**src/rtl/not_pkg.sv**
```systemverilog
// Shared definitions for the not_pipe streaming inverter: operation encoding
// and the per-bit result function (bitwise equivalent of the single-bit NOT gates in INV mode).
package not_pkg;

  typedef logic [1:0] mode_t;

  localparam mode_t MODE_INV  = 2'd0;
  localparam mode_t MODE_PASS = 2'd1;
  localparam mode_t MODE_MASK = 2'd2;

  // Encoding 3 is reserved and falls through to INV.
  function automatic logic not_bit(input logic d, input mode_t mode, input logic m);
    logic r;
    r = ~d;
    case (mode)
      MODE_PASS: r = d;
      MODE_MASK: r = d ^ m;
      default:   r = ~d;
    endcase
    return r;
  endfunction

endpackage

```
**src/rtl/not_stage.sv**
```systemverilog
// One valid/data pipeline register: loads the upstream word when enabled,
// otherwise holds. Synchronous reset clears both valid and data.
module not_stage #(
  parameter int WIDTH = 8
) (
  input  logic             clk,
  input  logic             rst,
  input  logic             load,
  input  logic             up_valid,
  input  logic [WIDTH-1:0] up_data,
  output logic             valid,
  output logic [WIDTH-1:0] data
);

  logic             v_q, v_d;
  logic [WIDTH-1:0] d_q, d_d;

  // Loading an empty slot clears valid, but the data register keeps its old value.
  always_comb begin
    v_d = v_q;
    d_d = d_q;
    if (load) begin
      v_d = up_valid;
      if (up_valid) d_d = up_data;
    end
  end

  always_ff @(posedge clk) begin
    if (rst) begin
      v_q <= 1'b0;
      d_q <= '0;
    end else begin
      v_q <= v_d;
      d_q <= d_d;
    end
  end

  assign valid = v_q;
  assign data  = d_q;

endmodule

```
**src/rtl/not_pipe.sv**
```systemverilog
// Pipelined INV/PASS/MASK operator with valid/ready backpressure, DEPTH
// register stages with bubble collapsing, and a wrapping output-transfer counter.
module not_pipe
  import not_pkg::*;
#(
  parameter int WIDTH = 8,
  parameter int DEPTH = 2,
  parameter int CNT_W = 16
) (
  input  logic             clk,
  input  logic             rst,
  input  logic             in_valid,
  output logic             in_ready,
  input  logic [WIDTH-1:0] in_data,
  input  mode_t            in_mode,
  input  logic [WIDTH-1:0] in_mask,
  output logic             out_valid,
  input  logic             out_ready,
  output logic [WIDTH-1:0] out_data,
  output logic [CNT_W-1:0] out_cnt
);

  logic [WIDTH-1:0] op_data;
  logic [DEPTH-1:0] v;
  logic [DEPTH-1:0] rdy;
  logic [WIDTH-1:0] d [DEPTH];
  logic [CNT_W-1:0] cnt_q, cnt_d;

  always_comb begin
    op_data = '0;
    for (int i = 0; i < WIDTH; i++) begin
      op_data[i] = not_bit(in_data[i], in_mode, in_mask[i]);
    end
  end

  // Stage k can load when out_ready is high or any stage from k downstream is
  // empty; written in closed form so no signal feeds back into itself.
  always_comb begin
    rdy = '0;
    for (int k = 0; k < DEPTH; k++) begin
      rdy[k] = out_ready;
      for (int j = k; j < DEPTH; j++) begin
        if (!v[j]) rdy[k] = 1'b1;
      end
    end
  end

  for (genvar k = 0; k < DEPTH; k++) begin : g_stage
    logic             up_valid;
    logic [WIDTH-1:0] up_data;

    if (k == 0) begin : g_head
      assign up_valid = in_valid;
      assign up_data  = op_data;
    end else begin : g_body
      assign up_valid = v[k-1];
      assign up_data  = d[k-1];
    end

    not_stage #(.WIDTH(WIDTH)) u_stage (
      .clk      (clk),
      .rst      (rst),
      .load     (rdy[k]),
      .up_valid (up_valid),
      .up_data  (up_data),
      .valid    (v[k]),
      .data     (d[k])
    );
  end

  assign in_ready  = rdy[0];
  assign out_valid = v[DEPTH-1];
  assign out_data  = d[DEPTH-1];

  always_comb begin
    cnt_d = cnt_q;
    if (out_valid && out_ready) cnt_d = cnt_q + CNT_W'(1);
  end

  always_ff @(posedge clk) begin
    if (rst) cnt_q <= '0;
    else     cnt_q <= cnt_d;
  end

  assign out_cnt = cnt_q;

endmodule
```
**config.mk**
```make
export PLATFORM = sky130hd
export DESIGN_NAME = not_pipe
export DESIGN_NICKNAME = d
export VERILOG_FILES = /design/src/rtl/not_pkg.sv /design/src/rtl/not_stage.sv /design/src/rtl/not_pipe.sv
export SDC_FILE = /design/constraint.sdc
export NUM_CORES = 1
export LEC_CHECK = 0
export ABC_AREA = 1
export BUFFER_PORTS_ARGS = -buffer_cell sky130_fd_sc_hd__buf_2
export CORE_ASPECT_RATIO = 0.75
export CORE_MARGIN = 2
export CORE_UTILIZATION = 46
export CTS_BUF_LIST = sky130_fd_sc_hd__clkbuf_8 sky130_fd_sc_hd__clkbuf_16
export DETAILED_ROUTE_END_ITERATION = 10
export GPL_TIMING_DRIVEN = 0
export HOLD_SLACK_MARGIN = 0.05
export PLACE_DENSITY_LB_ADDON = 0.15
export SETUP_SLACK_MARGIN = 0.3
export SLEW_MARGIN = 0
export SYNTH_ARGS = -nofsm -noshare
export SYNTH_HDL_FRONTEND = slang
export SYNTH_SLANG_ARGS = --single-unit
```
**constraint.sdc**
```tcl
create_clock -name clk -period 1.2 [get_ports clk]
set_clock_uncertainty 0.1 [all_clocks]
set_input_delay 0.06 -clock clk [delete_from_list [all_inputs] [get_ports clk]]
set_output_delay 0.06 -clock clk [all_outputs]
set_load 0.005 [all_outputs]
```
==> results.ini <==
[global_routing]
grt_overflow = 0
grt_pass1_wl_um = 7935
grt_max_degree = 13
grt_antenna_before_repair = 0
grt_util_all_layers_pct = 26.30
grt_pass1_vias = 1694

[min_path]
min_path_cells = 3
worstHoldStart = in_data[3]
min_path_type = input pin to register
holdPathEnd = g_stage[0].u_stage.data[3]$_SDFFE_PP0P_

[timing]
hold_viol = 1
rsz0062_at_grt = true
slew_headroom_pct = 72.04
whs_ns = -0.03915
drv_slew = 0
fin_ws_ns = -0.1677
min_period_ns = 1.368
period_share_pct = 114.0
setup_viol = 26
worst_slew_pin_slew_ns = 0.4194
max_freq_ghz = 0.7311

[critical_path]
crit_cells = 8
cpLargestDelayFamily = simple AND/OR/NAND/NOR gates
rrSetupSlack_ns = -0.17
start_kind = register
cp_max_fo = 4
crit_top_cell = nand2_1
critPathBufInv = 1
crit_type = register to register
r2r-end = out_cnt[9]$_SDFFE_PP0P_
rr_worst_depth = 8
max_stage_delay_ns = 0.40
crit_path_cell_trace = nand3_4, buf_6, nor2_4, nand2_2, nor2_2, nand2_1, nand2_1, nor2_1
crit_required_ns = 1.28
crit-reg2reg-launch = out_cnt[2]$_SDFFE_PP0P_
cp-end-kind = register
crit_slowest_cell = dfxtp_4
arrival_ns = 1.45

[power]
p_int_mw = 2.129
cellLeakagePower_nw = 1.212
vdd_drop_max_v = 0.0008539
power.switching_mw = 0.7411
cellPowerDensity_nw_per_um2 = 1048
switching_share_pct = 25.82
p_clk_share_pct = 42.6
power_frac_seq_pct = 42.1
power_frac_comb_pct = 15.2

[yosys]
ys_seq_area_share_pct = 41.69
yosys-top-cells-area = dfxtp_1 (42%), nor2_1 (9.4%), o21ai_0 (8.3%)
synth-async-reset-ratio_pct = 0
synth_common_cells = nor2_1 (41), nand2_1 (35), dfxtp_1 (34), o21ai_0 (27), inv_1 (26)
synth.most_common_cell = nor2_1
yosysWarningCount = 0
ys.flop_type = dfxtp_1
synth_cells = 233
synth_nets = 258
synth_top_area_share_pct = 41.69
synth.distinct_cells = 22
syn_avg_cell_area_um2 = 7.008
ys_seq_elements = 34
synth_edf_count = 0
yosysTopAreaCell = dfxtp_1
syn_area_um2 = 1633

[finish]
drive_gt1_share_pct = 50.00
fin_cells = 360
postLayoutCellArea_um2 = 2739
nets = 344
nFillCells = 200
areaGrowthSynthToFinish_pct = 67.74
diodes = 0

[clock_network]
cts_hold_buf = 8
cts_tree = built
cts-root-buf = clkbuf_8
cts.clk_slew.worst_paths_ns = 0.08
clock-sinks = 34
cts_inserted_buffers = 5
insertion_delay_ns = 0.30
cts_max_level = 2
cts_buffer_depth = 2

[routing]
vias = 1964
drtAntennaViolNets = 0
postRouteWirelength_um = 5710
wl_per_cell_um = 15.86
first_pass_iters = 4
drt_iter0_markers = 119
drc = 0
via_per_inst = 5.456

[die]
die_w_um = 72.80
ios = 48
core_region_area_um2 = 3333
dieArea_um2 = 4047
die_h_um = 55.60
start_util_pct = 48.99
num_rows = 18

[place]
post_dp_cell_area_um2 = 2006
hpwl_um = 2967
dp.cells = 319
dp_slack_ns = -0.1617
gp_congestion = 0.8453
io_buffers = 46

[outcome]
status = complete, but fails checks
violations = hold timing, setup timing

[flow_run]
maxCapViolCount = 0

## logic make-up (layout without fill, tap and decap cells)
kind of cell	Yosys count	count (layout)	share of synthesized area, %
AND/OR/NAND/NOR	104	105	29.04
buffers and inverters	32	118	7.739
flip-flops	34	34	41.69
adder cells (fa/ha/maj)	3	3	2.299
AO/OA/AOI/OAI	59	59	18.70
XOR/XNOR	1	1	0.5365
## metrics by stage
step	util, %	total power, mW	setup TNS [ns]
CTS	77.10	2.808	-0.6477
global placement	60.17	1.524	-0.6906
detailed placement	60.17	1.529	-1.007
global route	82.17	2.970	-3.359
floorplan	-	1.418	-0.07104
finish	82.17	2.870	-1.920
## routing by layer
layer | wire length [um] | GRT usage (%) | part of all wire [%] | vias to the layer above
met5 | 0 | 0 | 0 | -
met4 | 104 | 9.788 | 1.8 | 0
met3 | 406 | 7.428 | 7.1 | 8
met2 | 2733 | 39.09 | 48 | 94
met1 | 2466 | 36.17 | 43 | 929
li1 | - | - | - | 933
## worst max-delay path by stage
stage	to	slack (ns)	start
finish	out_cnt[9]$_SDFFE_PP0P_	-0.17	out_cnt[2]$_SDFFE_PP0P_
global route	out_cnt[13]$_SDFFE_PP0P_	-0.24	out_cnt[2]$_SDFFE_PP0P_
CTS	out_cnt[11]$_SDFFE_PP0P_	-0.10	out_cnt[2]$_SDFFE_PP0P_
detailed placement	out_cnt[12]$_SDFFE_PP0P_	-0.16	out_cnt[5]$_SDFFE_PP0P_
global placement	out_cnt[12]$_SDFFE_PP0P_	-0.14	out_cnt[5]$_SDFFE_PP0P_
floorplan	out_cnt[12]$_SDFFE_PP0P_	-0.05	out_cnt[1]$_SDFFE_PP0P_
## power by group through the flow
| stage | clock network, mW | registers [mW] | logic (mW) |
|---|---|---|---|
| finish | 1.22 | 1.21 | 0.437 |
| global route | 1.28 | 1.21 | 0.476 |
| CTS | 1.22 | 1.20 | 0.383 |
| detailed placement | 0 | 1.23 | 0.297 |
| global placement | 0 | 1.23 | 0.294 |
| floorplan | 0 | 1.23 | 0.191 |
## placed cells by master, fill, tap and decap left out, types with 2 or more instances in the layout
cell type	instances
nor2_4	5
nor2_2	4
inv_1	21
dfxtp_4	8
o21ai_2	6
dlygate4sd3_1	7
buf_6	22
nand4_1	2
dfxtp_2	17
a21oi_1	18
dfxtp_1	9
or2_4	8
inv_2	4
buf_2	38
nand2_8	4
nor2_1	34
inv_8	2
o21ai_1	9
nand3_4	3
nand2_2	6
buf_4	14
nand3_1	4
nand2_1	27
clkbuf_8	5
a21oi_2	4
a31oi_1	8
nor3_1	2
ha_1	2
o21ai_0	14
## state kept, by name, indices dropped and copies added (netlist names)
register	flops
g_stage.u_stage.valid	2
out_cnt	16
g_stage.u_stage.data	16
## tightest hold or removal path: cells and delay by family
family | cells | cell delay (ns)
buf+inv | 1 | 0.09
compound gates | 1 | 0.06
simple gates | 1 | 0.11
## final cells by class
class | instances | area (um^2) | share of cell area, %
clock buffers | 6 | 93.84 | 3.426
inverters | 27 | 116.4 | 4.249
repair buffers | 78 | 614.3 | 22.43
well taps | 40 | 50.05 | 1.827
clock inverters | 2 | 38.79 | 1.416
flip-flops and latches | 34 | 732.0 | 26.72
multi-input cells | 168 | 1062 | 38.78
plain buffers | 5 | 31.28 | 1.142
## timing repair
| item | in CTS | in global routing |
|---|---|---|
| cloned | 1 | 0 |
| pin swaps | 19 | 11 |
| endpoints found under the setup margin | 60 | 60 |
| endpoints found under the hold margin | 15 | 2 |
| resized for setup | 67 | 31 |
| setup buffers | 18 | 6 |
Note: power is estimated with default switching activity, not from simulation.
